<file path="config.mk">
export PLATFORM = sky130hd
export DESIGN_NAME = updown_counter_guard_flat
export DESIGN_NICKNAME = d
export VERILOG_FILES = /design/src/rtl/updown_counter_guard_pkg.sv /design/src/rtl/updown_counter_guard_if.sv /design/src/rtl/updown_counter_guard_guard_timer.sv /design/src/rtl/updown_counter_guard.sv /design/src/flat_wrapper.sv
export SDC_FILE = /design/constraint.sdc
export NUM_CORES = 1
export LEC_CHECK = 0
export ABC_CLOCK_PERIOD_IN_PS = 2400
export BUFFER_PORTS_ARGS = -buffer_cell sky130_fd_sc_hd__clkbuf_2
export CORE_MARGIN = 5
export CORE_UTILIZATION = 25
export DETAILED_ROUTE_END_ITERATION = 12
export GPL_ROUTABILITY_DRIVEN = 0
export PLACE_DENSITY = 0.45
export SYNTH_ARGS = -nofsm -noshare
export SYNTH_HDL_FRONTEND = slang
export SYNTH_SLANG_ARGS = --single-unit
</file>
<file path="constraint.sdc">
create_clock -name clock -period 2.4 [get_ports clock]
set_input_delay 0.48 -clock clock [delete_from_list [all_inputs] [get_ports clock]]
set_output_delay 0.48 -clock clock [all_outputs]
set_load 0.03 [all_outputs]
</file>
<file path="src/rtl/updown_counter_guard_pkg.sv">
// Shared types and arithmetic for the lives/score counters.
package updown_counter_guard_pkg;

  typedef enum logic {
    SAT  = 1'b0,
    WRAP = 1'b1
  } mode_e;

  localparam logic DIR_UP   = 1'b1;
  localparam logic DIR_DOWN = 1'b0;

  // Bounded add/sub over the range 0..max. Returns {clip, result}.
  // Operands are carried at 32 bits so every caller width fits without overflow.
  function automatic logic [32:0] bounded_step(
    input logic [31:0] q,
    input logic [31:0] s,
    input logic [31:0] max,
    input logic        dir,
    input mode_e       mode
  );
    logic [31:0] m;
    logic [31:0] sum;
    logic [31:0] r;
    logic        c;
    m   = max + 32'd1;
    sum = q + s;
    if (dir == DIR_UP) begin
      c = (sum > max);
      if (!c)               r = sum;
      else if (mode == WRAP) r = sum % m;
      else                  r = max;
    end else begin
      c = (s > q);
      if (!c)               r = q - s;
      else if (mode == WRAP) r = (q + m - (s % m)) % m;
      else                  r = '0;
    end
    return {c, r};
  endfunction

endpackage

</file>
<file path="src/rtl/updown_counter_guard_if.sv">
// Control/status bundle between the game FSM and the lives/score counter.
interface updown_counter_guard_if #(
  parameter int N      = 4,
  parameter int STEP_W = 2
);
  logic              clr;
  logic              ld;
  logic [N-1:0]      D;
  logic              ent;
  logic              enp;
  logic              up;
  logic [STEP_W-1:0] step;
  logic              wrap;
  logic [N-1:0]      Q;
  logic              rco;
  logic              zero;
  logic              full;
  logic              guard_active;
  logic              dec_pulse;
  logic              clip;

  modport master (
    output clr, ld, D, ent, enp, up, step, wrap,
    input  Q, rco, zero, full, guard_active, dec_pulse, clip
  );

  modport slave (
    input  clr, ld, D, ent, enp, up, step, wrap,
    output Q, rco, zero, full, guard_active, dec_pulse, clip
  );
endinterface

</file>
<file path="src/rtl/updown_counter_guard_guard_timer.sv">
// Decrement lock-out timer: loads GUARD, counts down to zero.
module updown_counter_guard_guard_timer #(
  parameter int GUARD   = 8,
  parameter int GUARD_W = 4
) (
  input  logic clock,
  input  logic reset,
  input  logic load_i,
  input  logic clear_i,
  output logic active_o,
  output logic hold_o
);

  logic [GUARD_W-1:0] cnt_q, cnt_d;

  // Next count: clear beats load, otherwise free-running decrement to zero.
  always_comb begin
    cnt_d = cnt_q;
    if (clear_i)            cnt_d = '0;
    else if (load_i)        cnt_d = GUARD_W'(GUARD);
    else if (cnt_q != '0)   cnt_d = cnt_q - 1'b1;
  end

  // Timer register.
  always_ff @(posedge clock or posedge reset) begin
    if (reset) cnt_q <= '0;
    else       cnt_q <= cnt_d;
  end

  assign active_o = (cnt_q != '0);
  // On the last active cycle (count 1) the lock-out releases at the coming
  // edge, so a decrement presented then is taken; only counts above 1 block.
  // This makes the next accepted decrement land exactly GUARD cycles later.
  assign hold_o   = (cnt_q > GUARD_W'(1));

endmodule

</file>
<file path="src/rtl/updown_counter_guard.sv">
// Up/down counter with variable step, saturate/wrap mode, bounds and a
// post-decrement guard window (lives counter invulnerability).
module updown_counter_guard
  import updown_counter_guard_pkg::*;
#(
  parameter int N       = 4,
  parameter int INIT    = 3,
  parameter int MAX     = 2**N - 1,
  parameter int STEP_W  = 2,
  parameter int GUARD   = 8,
  parameter int GUARD_W = 4
) (
  input  logic                   clock,
  input  logic                   reset,
  updown_counter_guard_if.slave  bus
);

  localparam logic [N-1:0] MAX_Q  = N'(MAX);
  localparam logic [N-1:0] INIT_Q = N'(INIT);

  logic [N-1:0] q_q, q_d;
  logic         dec_pulse_q, dec_pulse_d;
  logic         clip_q, clip_d;
  logic         count_ev;
  logic         guard_hold;
  logic         guard_active;
  logic         guard_load;
  logic         guard_clear;
  logic         step_clip;
  logic [31:0]  step_val;

  updown_counter_guard_guard_timer #(
    .GUARD   (GUARD),
    .GUARD_W (GUARD_W)
  ) u_guard (
    .clock    (clock),
    .reset    (reset),
    .load_i   (guard_load),
    .clear_i  (guard_clear),
    .active_o (guard_active),
    .hold_o   (guard_hold)
  );

  // Candidate count result for the current Q, step, direction and mode.
  always_comb begin
    {step_clip, step_val} = bounded_step(32'(q_q), 32'(bus.step), 32'(MAX),
                                         bus.up, mode_e'(bus.wrap));
  end

  // A zero step is not an event at all: no pulses, no guard reload.
  assign count_ev = bus.ent && bus.enp && (bus.step != '0);

  // Next-state: clr > ld > count; blocked decrements leave everything alone.
  always_comb begin
    q_d         = q_q;
    dec_pulse_d = 1'b0;
    clip_d      = 1'b0;
    guard_load  = 1'b0;
    guard_clear = 1'b0;
    if (bus.clr) begin
      q_d         = INIT_Q;
      guard_clear = 1'b1;
    end else if (bus.ld) begin
      q_d         = (bus.D > MAX_Q) ? MAX_Q : bus.D;
      guard_clear = 1'b1;
    end else if (count_ev && !(bus.up == DIR_DOWN && guard_hold)) begin
      q_d    = N'(step_val);
      clip_d = step_clip;
      if (bus.up == DIR_DOWN) begin
        guard_load  = 1'b1;
        dec_pulse_d = (q_d != q_q);
      end
    end
  end

  // Counter value and one-cycle event pulses.
  always_ff @(posedge clock or posedge reset) begin
    if (reset) begin
      q_q         <= INIT_Q;
      dec_pulse_q <= 1'b0;
      clip_q      <= 1'b0;
    end else begin
      q_q         <= q_d;
      dec_pulse_q <= dec_pulse_d;
      clip_q      <= clip_d;
    end
  end

  assign bus.Q            = q_q;
  assign bus.zero         = (q_q == '0);
  assign bus.full         = (q_q == MAX_Q);
  assign bus.rco          = bus.ent && ((bus.up == DIR_DOWN && q_q == '0) ||
                                        (bus.up == DIR_UP   && q_q == MAX_Q));
  assign bus.guard_active = guard_active;
  assign bus.dec_pulse    = dec_pulse_q;
  assign bus.clip         = clip_q;

endmodule
</file>
<file path="src/flat_wrapper.sv">
// flat-port wrapper written by rule: the top's interface ports become plain ports
module updown_counter_guard_flat import updown_counter_guard_pkg::*;
#(
  parameter int N       = 4,
  parameter int INIT    = 3,
  parameter int MAX     = 2**N - 1,
  parameter int STEP_W  = 2,
  parameter int GUARD   = 8,
  parameter int GUARD_W = 4
)
  (clock, reset, bus_clr, bus_ld, bus_D, bus_ent, bus_enp, bus_up, bus_step, bus_wrap, bus_Q, bus_rco, bus_zero, bus_full, bus_guard_active, bus_dec_pulse, bus_clip);
  updown_counter_guard_if #(.N(N), .STEP_W(STEP_W)) bus_i ();
  input  logic clock;
  input  logic reset;
  input wire logic [$bits(bus_i.clr)-1:0] bus_clr;
  input wire logic [$bits(bus_i.ld)-1:0] bus_ld;
  input wire logic [$bits(bus_i.D)-1:0] bus_D;
  input wire logic [$bits(bus_i.ent)-1:0] bus_ent;
  input wire logic [$bits(bus_i.enp)-1:0] bus_enp;
  input wire logic [$bits(bus_i.up)-1:0] bus_up;
  input wire logic [$bits(bus_i.step)-1:0] bus_step;
  input wire logic [$bits(bus_i.wrap)-1:0] bus_wrap;
  output wire logic [$bits(bus_i.Q)-1:0] bus_Q;
  output wire logic [$bits(bus_i.rco)-1:0] bus_rco;
  output wire logic [$bits(bus_i.zero)-1:0] bus_zero;
  output wire logic [$bits(bus_i.full)-1:0] bus_full;
  output wire logic [$bits(bus_i.guard_active)-1:0] bus_guard_active;
  output wire logic [$bits(bus_i.dec_pulse)-1:0] bus_dec_pulse;
  output wire logic [$bits(bus_i.clip)-1:0] bus_clip;
  assign bus_i.clr = bus_clr;
  assign bus_i.ld = bus_ld;
  assign bus_i.D = bus_D;
  assign bus_i.ent = bus_ent;
  assign bus_i.enp = bus_enp;
  assign bus_i.up = bus_up;
  assign bus_i.step = bus_step;
  assign bus_i.wrap = bus_wrap;
  assign bus_Q = bus_i.Q;
  assign bus_rco = bus_i.rco;
  assign bus_zero = bus_i.zero;
  assign bus_full = bus_i.full;
  assign bus_guard_active = bus_i.guard_active;
  assign bus_dec_pulse = bus_i.dec_pulse;
  assign bus_clip = bus_i.clip;
  updown_counter_guard #(.N(N), .INIT(INIT), .MAX(MAX), .STEP_W(STEP_W), .GUARD(GUARD), .GUARD_W(GUARD_W)) u_core (.clock(clock), .reset(reset), .bus(bus_i));
endmodule
</file>
==> summary.md <==
| Metric | Value |
|---|---|
| Pre-CTS WS | `-0.186 ns` |
| GR Overflow Total | `0` |
| Yosys top cell by area | `dfrtp_1` |
| Clock latency on the worst-skew pair | `0.24 ns` |
| Share of layout cells above drive strength 1 | `0.342` |
| CP required | `2.50 ns` |
| Largest net degree at the start of global routing | `22` |
| First-pass GRT wire length | `4770 um` |
| Vias | `989` |
| Setup Skew | `0.00708 ns` |
| Fmax | `419 MHz` |
| Fin nets | `173` |
| Grt met2 use | `0.171` |
| Starting density of the core | `0.260` |
| Syn Inst Count | `117` |
| H-tree depth | `1` |
| CTS buffer count | `3` |
| Period utilisation layout | `0.995` |
| Top-Level Pins | `24` |
| Root buffer cell | `clkbuf_8` |
| Fillers | `415` |
| Drt pass-1 iters | `4` |
| Final Max Tran Viols | `0` |
| Reg clk slew, reported paths | `0.05 ns` |
| Switch Pwr | `0.229 mW` |
| Synth cell count leaders | `nor2_1 (12), a21oi_1 (11), inv_1 (11)` |
| Initial antenna violation count | `0` |
| Most used DFF post-synth | `dfrtp_1` |
| Peak VDD IR | `0.000198 V` |
| Syn_area_per_cell | `8.19 sq um` |
| Area of the multi-input gates | `673 sq um` |
| Core ar. | `0.00369 sq mm` |
| FF/Latch Area | `253 sq um` |
| First DRT Iteration DRCs | `55` |
| # hold bufs at CTS | `0` |
| Register area share after synthesis | `0.264` |
| Max-cap viol count | `0` |
| Final hold violations | `0` |
| Routed len/inst | `14.3 um` |
| Vias in the first global route | `1,017` |
| Post-DR vias/cell | `5.02` |
| Final min period | `2.39 ns` |
| Post-synth EDFFs | `0` |
| RSZ-0062 raised after global routing | `yes` |
| Relative slew slack | `0.726` |
| Sequential Power Share | `0.306` |
| Hpwl dp | `2200 um` |
| Crit path arrival time | `2.49 ns` |
| DRT antenna net count | `0` |
| CTS sink count | `10` |
| Yosys warnings | `0` |
| DRC Markers | `0` |
| Final instance area | `0.00125 sq mm` |
| Leading post-synthesis cells by cell area | `dfrtp_1 (21%), ha_1 (9.1%), a21oi_1 (5.7%)` |
| Die Ht | `71.9 um` |
| Clock Tree Buf Depth | `2` |
| Hold slack | `0.202 ns` |
| Die area | `0.00517 sq mm` |
| Switching fraction of total power | `0.365` |
| GRT Util Overall | `0.116` |
| Lkg Pwr | `0.563 nW` |
| Pint | `0.398 mW` |
| Combinational power share | `0.404` |
| Layer with the highest usage | `met2` |
| TNS Setup | `0 ns` |
| Status | `finished, final reports clean` |
| Most frequent cell after synthesis | `nor2_1` |
| Post-synthesis net count | `140` |
| Routed WL | `2810 um` |
| Final WS setup | `0.0131 ns` |
| Met1 Use GR | `0.164` |
| Crit-path max FO | `2` |
| Area fraction of the dominant cell type after synthesis | `0.209` |
| IO Port Bufs | `23` |
| CTS tree | `built` |
| Hold Crit Class | `in2async` |
| Seq cells post-synth | `10` |
| # rows | `22` |
| DP Area | `0.00118 sq mm` |
| Final Setup Violations | `0` |
| P per Cell Area | `500 mW/mm^2` |
| Setup crit end kind | `flip-flop` |
| ANT cells | `0` |
| Die width | `71.9 um` |
| Fin util | `0.340` |
| WS Path Type | `reg2reg` |
| CP Launch Type | `flip-flop` |
| Met3 Track Usage GR | `0.0305` |
| Worst Max-Slew Pin Slew | `0.410 ns` |
| Synth cell types | `42` |
| Cell Area, Synth | `958 sq um` |
| Clock share of power | `0.290` |
| Ys async rst share | `1.00` |
| Area delta synth->final | `30.9%` |
[critical path: stages (launching register included)]
cell	delay [ns]
dfstp_2	0.37
inv_2	0.08
ha_4	0.14
inv_2	0.04
fa_2	0.38
or4_4	0.42
or2_4	0.25
a311o_1	0.28
a211oi_2	0.20
a311oi_1	0.11
[kinds of logic (layout without fill, tap and decap cells)]
kind of cell,count (synthesis),after routing,synth area share
compound gates,35,35,0.249
buf+inv,15,47,0.0744
simple gates,44,44,0.240
fa+ha+maj,9,9,0.133
xor+xnor,2,2,0.0183
flops,10,10,0.264
mux,2,2,0.0209
[path summary, 6_finish.rpt]
kind                                          from                 endpoint  slack, ns  depth (start not counted)
setup / recovery                   u_core.bus.Q[0]     u_core.bus.dec_pulse       0.01                          9
hold / removal                               reset          u_core.bus.clip       0.20                          2
setup reg to reg                   u_core.bus.Q[0]     u_core.bus.dec_pulse       0.01                          9
hold reg to reg            u_core.u_guard.cnt_q[2]  u_core.u_guard.cnt_q[2]       0.59                          3
max in group asynchronous                    reset          u_core.bus.Q[1]       1.87                          2
min in group clock                         bus_clr          u_core.bus.Q[2]       0.44                          2
[metrics by stage]
step           std cells  total power [mW]
3_5_place_dp         192             0.434
4_1_cts              196             0.620
5_1_grt              197             0.674
2_1_floorplan        117             0.364
3_3_place_gp         192             0.433
6_report             197             0.627
[layout by cell type (no fill, tap or decap), types with 3 or more instances in the layout]
| cell type | instances |
|---|---|
| inv_1 | 9 |
| clkbuf_8 | 3 |
| o21ai_0 | 4 |
| clkbuf_2 | 23 |
| nor2_1 | 12 |
| a211oi_1 | 3 |
| nand2_1 | 10 |
| dfrtp_1 | 8 |
| ha_1 | 6 |
| nor3_1 | 3 |
| buf_4 | 9 |
| a21oi_1 | 10 |
[per-layer routing]
| metal | vias to the layer above | wire length, um |
|---|---|---|
| li1 | 483 | - |
| met3 | 4 | 196 |
| met2 | 39 | 1220 |
| met5 | - | 0 |
| met1 | 463 | 1360 |
| met4 | 0 | 40 |
[what timing repair did]
item,CTS,global route
hold endpoints to repair,0,0
gates resized for setup,0,6
endpoints found under the setup margin,0,1
setup buffers,0,1
[layout make-up]
class / count / area share
Clock buffer: 4 / 0.0359
Inverter: 11 / 0.0329
Multi-Input combinational cell: 92 / 0.536
Tap cell: 48 / 0.0479
Timing Repair Buffer: 32 / 0.146
Sequential cell: 10 / 0.201
[power by group through the flow]
| stage | clock network [mW] | logic [mW] | registers, mW |
|---|---|---|---|
| finish | 0.182 | 0.253 | 0.192 |
| global route | 0.196 | 0.284 | 0.194 |
| CTS | 0.187 | 0.241 | 0.192 |
| detailed placement | 0 | 0.239 | 0.195 |
| global placement | 0 | 0.238 | 0.195 |
| floorplan | 0 | 0.157 | 0.207 |
[sequential cells by signal, indices dropped and copies added (netlist names)]
register and cells:
u_core.bus.Q 4, u_core.u_guard.cnt_q 4, u_core.bus.clip 1, u_core.bus.dec_pulse 1
Power figures use the tool's default switching activity.
